**config.mk**
```make
export PLATFORM = sky130hd
export DESIGN_NAME = uart_transmitter
export DESIGN_NICKNAME = d
export VERILOG_FILES = /design/src/rtl/uart_pkg.sv /design/src/rtl/uart_bit_timer.sv /design/src/rtl/uart_transmitter.sv
export SDC_FILE = /design/constraint.sdc
export NUM_CORES = 1
export LEC_CHECK = 0
export ABC_CLOCK_PERIOD_IN_PS = 2420
export BUFFER_PORTS_ARGS = -buffer_cell sky130_fd_sc_hd__clkbuf_2
export CORE_ASPECT_RATIO = 1.1
export CORE_MARGIN = 2
export CORE_UTILIZATION = 40
export CTS_CLUSTER_DIAMETER = 80
export DETAILED_ROUTE_END_ITERATION = 12
export PLACE_DENSITY = 0.72
export SYNTH_ARGS = -nofsm -noshare
export SYNTH_HDL_FRONTEND = slang
export SYNTH_SLANG_ARGS = --single-unit
export TNS_END_PERCENT = 1
```
**constraint.sdc**
```tcl
create_clock -name PCLK -period 2.42 [get_ports PCLK]
set_input_delay 0.242 -clock PCLK [delete_from_list [all_inputs] [get_ports PCLK]]
set_output_delay 0.242 -clock PCLK [all_outputs]
set_load 0.01 [all_outputs]
```
**src/rtl/uart_pkg.sv**
```systemverilog
// Shared UART definitions: FSM state encoding, address decode bit and frame width.
package uart_pkg;

   typedef enum logic [1:0] {
      IDLE  = 2'd0,
      START = 2'd1,
      DATA  = 2'd2,
      STOP  = 2'd3
   } tx_state_e;

   localparam int unsigned UART_ADDR_SEL_BIT = 7;
   localparam int unsigned DATA_BITS         = 8;
   localparam int unsigned BIT_IDX_W         = $clog2(DATA_BITS);

endpackage

```
**src/rtl/uart_bit_timer.sv**
```systemverilog
// Bit-period counter: runs 0..CLKS_PER_BIT-1 while enabled and flags the last clock of each bit.
module uart_bit_timer #(
   parameter int unsigned CLKS_PER_BIT = 87
) (
   input  logic clk,
   input  logic rst_n,
   input  logic clear,
   input  logic enable,
   output logic bit_end_c
);

   localparam int unsigned      CNT_W   = $clog2(CLKS_PER_BIT);
   localparam logic [CNT_W-1:0] CNT_MAX = CNT_W'(CLKS_PER_BIT - 1);

   logic [CNT_W-1:0] count;

   assign bit_end_c = enable && (count == CNT_MAX);

   always_ff @(posedge clk or negedge rst_n) begin
      if (!rst_n) begin
         count <= '0;
      end else if (clear) begin
         count <= '0;
      end else if (enable) begin
         count <= bit_end_c ? '0 : count + CNT_W'(1);
      end
   end

endmodule

```
**src/rtl/uart_transmitter.sv**
```systemverilog
// APB-attached 8N1 UART transmitter; write accepts a byte, PREADY stalls writes while a frame is in flight.
module uart_transmitter
   import uart_pkg::*;
#(
   parameter int unsigned CLKS_PER_BIT = 87
) (
   input  logic                 PCLK,
   input  logic                 PRESETn,
   input  logic                 PSEL,
   input  logic                 PENABLE,
   input  logic                 PWRITE,
   input  logic [7:0]           PADDR,
   input  logic [DATA_BITS-1:0] PWDATA,
   output logic [7:0]           PRDATA,
   output logic                 PREADY,
   output logic                 tx_serial,
   output logic                 tx_busy,
   output logic                 tx_done
);

   tx_state_e                state;
   logic [DATA_BITS-1:0]     shift;
   logic [BIT_IDX_W-1:0]     bit_idx;
   logic                     sel_c;
   logic                     accept_c;
   logic                     timer_clear_c;
   logic                     timer_en_c;
   logic                     bit_end_c;

   assign sel_c         = PSEL && PENABLE && PADDR[UART_ADDR_SEL_BIT];
   assign accept_c      = sel_c && PWRITE && (state == IDLE);
   assign timer_clear_c = (state == IDLE);
   assign timer_en_c    = (state != IDLE);

   // Reads always complete at once; writes wait until the transmitter is idle.
   assign PREADY = sel_c && (!PWRITE || (state == IDLE));

   uart_bit_timer #(
      .CLKS_PER_BIT(CLKS_PER_BIT)
   ) u_bit_timer (
      .clk       (PCLK),
      .rst_n     (PRESETn),
      .clear     (timer_clear_c),
      .enable    (timer_en_c),
      .bit_end_c (bit_end_c)
   );

   always_ff @(posedge PCLK or negedge PRESETn) begin
      if (!PRESETn) begin
         state     <= IDLE;
         shift     <= '0;
         bit_idx   <= '0;
         tx_serial <= 1'b1;
         tx_busy   <= 1'b0;
         tx_done   <= 1'b0;
         PRDATA    <= '0;
      end else begin
         tx_done <= 1'b0;
         if (sel_c && !PWRITE) begin
            PRDATA <= {7'b0, tx_busy};
         end
         // tx_serial is registered one step ahead so the line changes exactly on bit boundaries.
         case (state)
            IDLE: begin
               tx_serial <= 1'b1;
               if (accept_c) begin
                  shift     <= PWDATA;
                  bit_idx   <= '0;
                  state     <= START;
                  tx_serial <= 1'b0;
                  tx_busy   <= 1'b1;
               end
            end
            START: begin
               if (bit_end_c) begin
                  state     <= DATA;
                  bit_idx   <= '0;
                  tx_serial <= shift[0];
               end
            end
            DATA: begin
               if (bit_end_c) begin
                  if (bit_idx == BIT_IDX_W'(DATA_BITS - 1)) begin
                     state     <= STOP;
                     tx_serial <= 1'b1;
                  end else begin
                     bit_idx   <= bit_idx + BIT_IDX_W'(1);
                     tx_serial <= shift[bit_idx + BIT_IDX_W'(1)];
                  end
               end
            end
            STOP: begin
               if (bit_end_c) begin
                  state   <= IDLE;
                  tx_busy <= 1'b0;
                  tx_done <= 1'b1;
               end
            end
            default: begin
               state     <= IDLE;
               tx_serial <= 1'b1;
               tx_busy   <= 1'b0;
            end
         endcase
      end
   end

endmodule

```
Word-level counts from Yosys, hierarchy flattened
Index checks and enable logic that the tools add are counted.
- $add $sub $neg: 2
- equal/unequal tests: 11
- reductions and logical operators: 19
- mux-type cells: 26
- $lt $le $gt $ge: 1
- operators by type and width (operator ; count):
    7-bit 2-to-1 mux ; 3
    3-bit 2-to-1 mux ; 4
    2-bit 2-to-1 mux ; 5
    5-bit AND reduction ; 2
    1-bit 2-to-1 mux ; 9
    3-bit case mux with 3 select lines ; 1
    2-bit case mux with 4 select lines ; 1
    7-bit by 1-bit adder with 7-bit output (second input constant) ; 1
    7-bit equality test (second input constant) ; 1
    1-bit logical AND ; 7
    2-bit by 1-bit != test with 1-bit output (second input constant) ; 3
    2-bit != test (second input constant) ; 3
    3-bit AND reduction ; 2
    2-bit nonzero test ; 3
    2-bit equality test (second input constant) ; 2
    3-bit by 4-bit < comparator with 1-bit output (second input constant) ; 1
    3-bit by 1-bit adder with 3-bit output (second input constant) ; 1
    1-bit binary-select mux with 3-bit select ; 1
    3-bit equality test (second input constant) ; 1
    1-bit case mux with 3 select lines ; 1
    3-bit nonzero test ; 1
    2-bit by 1-bit equality test with 1-bit output (second input constant) ; 1
    2-bit zero test ; 1
    1-bit case mux with 2 select lines ; 1
    other kinds (3) ; 3
- logic and storage cells: 67
- register bits: 24

Logic depth before layout (Yosys ltp)
- depth after elaboration: 6
- depth in mapped cells: 7
- depth with buffers taken out: 6

Cells and area by module
Synthesis repeated with hierarchy kept, for this count alone.
- cell total of the unflattened synthesis: 134
- area total of the unflattened synthesis: 1451.4 um2
- by module, submodules not included (module ; sequential area each (um2) ; area each (um2) ; instances ; cells an instance):
    uart_transmitter ; 426.7 ; 980.9 ; 1 ; 87
    uart_bit_timer ; 175.2 ; 470.5 ; 1 ; 47

Least setup slack after synthesis
No wires, ideal clock.
- path kind: register to register
- from: register state[0]
- to: register state[1]
- required time: 2.295 ns
- stages on the path, launching flop included: 7
- buffers on the path: 0
- path slack: 0.687 ns
- arrival time: 1.608 ns
- setup time: 0.125 ns
- period minus slack after synthesis: 1.733 ns
- path through: dfrtp_1 > inv_1 > ha_1 > nand4bb_4 > nor3_4 > o221ai_2 > mux2_4
- word-level cells in the longest chain between the ends: 4
- elaborated cells between the ends (all ways): 14
- those cells by class: 8 x eq/ne; 1 x mux; 5 x reduce/logical
- RTL lines (element ; line ; source):
    start: declaration ; uart_transmitter.sv:21 ; tx_state_e state;
    start signal: assignment ; uart_transmitter.sv:50 ; state <= IDLE;
    start signal: assignment ; uart_transmitter.sv:69 ; state <= START;
    start signal: assignment ; uart_transmitter.sv:76 ; state <= DATA;
    2-bit nonzero test / 2-bit zero test (equally long branches) ; uart_transmitter.sv:33, uart_transmitter.sv:31, uart_transmitter.sv:63 ;
    1-bit logical AND (on tied branches) ; uart_bit_timer.sv:17, uart_transmitter.sv:31 ;
    2-bit by 1-bit != test with 1-bit output (no source line) / 2-bit != test (equally long branches) ; - ;
    5-bit AND reduction (no source line) ; - ;
Several ways; a longest one is shown, not always the timed one.
A chain may end at the register's enable or synchronous reset.

Worst setup path after layout
Same ends and word-level chain as after synthesis.

==> run_results.csv <==
group,metric,value,unit
synthesis,async_flop_share,1.000,
clock_network,worstSkewPairLatency,0.32,ns
clock_network,cts_tree,"yes",
grt,track_usage,0.1342,
clock_network,cts_resized,0,
finish,final_cell_area,1503,sq um
drt,ant_nets,0,
synthesis,synthCells,121,
floorplanning,num_rows,22,
flow_run,maxCapViolations,0,
clock_network,clk_pin_slew_worst_paths,0.13,ns
finish,multiInputGateArea,685.7,sq um
timing,maxSlewHeadroom,0.6055,
floorplanning,die_w,59.70,um
synthesis,muxShareOfSynthArea,0.1155,
floorplanning,boundaryPins,33,
timing,period_minus_slack,1.918,ns
synthesis,synth-seq-cells,24,
worst_setup_path,critPathMaxFanout,5,
synthesis,synth-simple-area-share,0.1457,
timing,fmax,0.5215,GHz
pwr,pwr-share-clk,0.328,
worst_setup_path,worst_ep_required_time,2.64,ns
drt,drt-total-wl,2353,um
synthesis,synth_top_family_by_area,"simple AND/OR/NAND/NOR gates",
placement,dp.cells,171,
synthesis,seq_area_frac_synth,0.4409,
synthesis,synth-edff-count,0,
grt,grt_pass1_vias,936,
clock_network,cts_htree_levels,1,
clock_network,cts-buffers-inserted,3,
synthesis,synthAdderAreaFrac,0.09166,
worst_setup_path,cp-start-kind,"register",
pwr,seq_power_share,0.618,
pwr,p_sw_frac,0.2242,
pwr,leakagePower,0.7545,nW
drt,via_per_inst,5.210,
timing,final_hold_viol_count,0,
pwr,power_density,437.1,nW/um^2
timing,setup_tns,0,ns
drt,drtIter0Drc,25,
finish,fin_util,0.4549,
finish,register_area,601.8,sq um
worst_setup_path,cp.arrival,2.14,ns
grt,grt_pass1_wl,4036,um
timing,maxSlewViolCount,0,
worst_hold_path,hold_path_class,"in2reg",
synthesis,synth_compound_area_frac,0.09808,
placement,place_area,1456,sq um
drt,vias,917,
grt,grt_start_max_net_pins,25,
placement,gp_congestion,0.7515,
pwr,p_int,0.5096,mW
outcome,status,"finished, final reports clean",
finish,layout-drive-gt1-share,0.3071,
drt,highest_layer,"met4",
finish,areaGrowthSynthToFinish,10.08,%
grt,grt.overflow.total,0,
timing,fin_hold_ws,0.1452,ns
drt,wl_met1,987,um
pwr,irDropWorstVdd,0.0002889,V
synthesis,synth_area_leaders,"dfrtp_1 42%, ha_1 9.2%, mux2_2 6.6%, buf_4 3.8%, nor2_1 2.7%",
synthesis,synth_top_area_cell,"dfrtp_1",
floorplanning,dieArea,3897,sq um
clock_network,cts_sinks,24,
clock_network,cts-root-buf,"clkbuf_4",
worst_setup_path,criticalPathCategory,"reg2reg",
pwr,p_switching,0.1472,mW
synthesis,synthFlopType,"dfrtp_1",
synthesis,synth_xor_area_frac,0.03208,
timing,fin_crit_sh,0.7924,
grt,antenna_found_initial,0,
clock_network,cts_buffer_depth,2,
drt,drt-pass1-iter-count,4,
finish,antenna_cells,0,
placement,dp_hpwl,1849,um
timing,rsz0062_at_grt,"no",
floorplanning,initial_core_util,0.4133,
synthesis,yosysUniqueCellTypes,36,
drt,drc_errors,0,
timing,tightest_slew,0.5917,ns
floorplanning,core-area,3303,sq um
timing,setup_viol,0,
placement,io_buffers,18,
synthesis,synth.top_cell.area_share,0.4216,
drt,wl_per_cell,13.37,um
synthesis,syn_area_per_cell,11.28,sq um
finish,instances_no_fill,176,
finish,n_fill_cell,313,
floorplanning,die_y,65.27,um
pwr,comb_power_share,0.054,
synthesis,synth_area,1365,sq um
finish,nets,172,
synthesis,yosysWarnings,0,
drt,wl_met3,74,um
drt,dr_wl_met2,1255,um
timing,finalClockSkew,0.003505,ns
worst_setup_path,cp-end-kind,"register",
-- metal layers --
metal  vias to the layer above  global-route usage
met3                         5             0.01772
met4                         0             0.05000
met2                        19              0.2405
li1                        447                   -
met1                       446              0.1589
met5                         -                   0
-- power by group through the flow --
stage               logic [mW]  registers (mW)  clock network [mW]
floorplan               0.0178           0.415                   0
global route            0.0414           0.406               0.236
CTS                     0.0361           0.406               0.221
detailed placement      0.0350           0.413                   0
global placement        0.0331           0.413                   0
finish                  0.0352           0.406               0.216
-- stage by stage --
step,power [mW],setup WS [ns]
after detailed placement,0.4482,0.5125
after CTS,0.6635,0.4893
after floorplan,0.4328,0.6872
after global routing,0.6835,0.3671
final,0.6569,0.5023
after global placement,0.4464,0.5555
-- flip-flops by register name, summed over array words and instances, names as in the netlist --
name,cells
tx_serial,1
state,2
tx_done,1
tx_busy,1
u_bit_timer.count,7
bit_idx,3
shift,8
PRDATA,1
-- cells in the final DEF (no fill, tap or decap), drive strengths merged, types with 2 or more instances in the layout --
cell     instances
dfrtp           23
clkbuf          22
nor2            10
ha              10
inv              9
mux2             9
conb             7
nand3            6
nand2            5
a31oi            4
and3             3
xnor2            3
a31o             3
mux2i            3
xor2             2
o32ai            2
o31ai            2
nand4bb          2
nor3             2
-- cell families (layout without fill, tap and decap cells) --
family / after synthesis / count (layout)
flip-flops: 24 / 24
AND/OR/NAND/NOR: 32 / 32
multiplexers: 13 / 13
adder cells (fa/ha/maj): 10 / 10
other: 1 / 7
XOR/XNOR: 5 / 5
AO/OA/AOI/OAI: 17 / 17
buffers and inverters: 19 / 32
-- critical path, cell delays in order (launching register included) --
cell and delay [ns]:
dfrtp_1 0.42, inv_1 0.11, ha_1 0.27, nand4bb_4 0.27, nor3_4 0.25, o221ai_2 0.18
mux2_4 0.32
-- synthesized netlist by cell type (2+ instances only) --
library cell / number
a31o_2: 3
a31oi_1: 4
and3_1: 3
buf_2: 2
buf_4: 7
dfrtp_1: 23
ha_1: 10
inv_1: 9
mux2_2: 8
mux2i_1: 3
nand2_1: 5
nand3_1: 6
nor2_1: 10
o31ai_1: 2
o32ai_1: 2
xnor2_1: 3
xor2_1: 2
-- timing repair --
action / in CTS / in global routing
hold buffers: 1 / 0
hold endpoints to repair: 23 / 0
buffers inserted: 0 / 0
-- layout make-up --
| class | instances | share of cell area |
|---|---|---|
| inverters | 9 | 0.02248 |
| well taps | 36 | 0.02998 |
| flip-flops and latches | 24 | 0.4005 |
| repair buffers | 19 | 0.06661 |
| multi-input cells | 84 | 0.4563 |
| clock buffers | 4 | 0.02415 |
-- path summary, 6_finish.rpt --
path | startpoint | end | slack, ns | cells past startpoint
worst min register to register | tx_serial$_DFFE_PN1P_ | tx_serial$_DFFE_PN1P_ | 0.48 | 2
worst max-delay path | state[0]$_DFFE_PN0P_ | state[1]$_DFFE_PN0P_ | 0.50 | 6
worst max register to register | state[0]$_DFFE_PN0P_ | state[1]$_DFFE_PN0P_ | 0.50 | 6
min in group asynchronous | PRESETn | u_bit_timer.count[3]$_DFF_PN0_ | 0.43 | 2
max in group asynchronous | PRESETn | bit_idx[1]$_DFFE_PN0P_ | 1.60 | 2
worst min-delay path | PWDATA[2] | shift[2]$_DFFE_PN0P_ | 0.15 | 2
No activity file was read; power rests on OpenSTA's default activity.
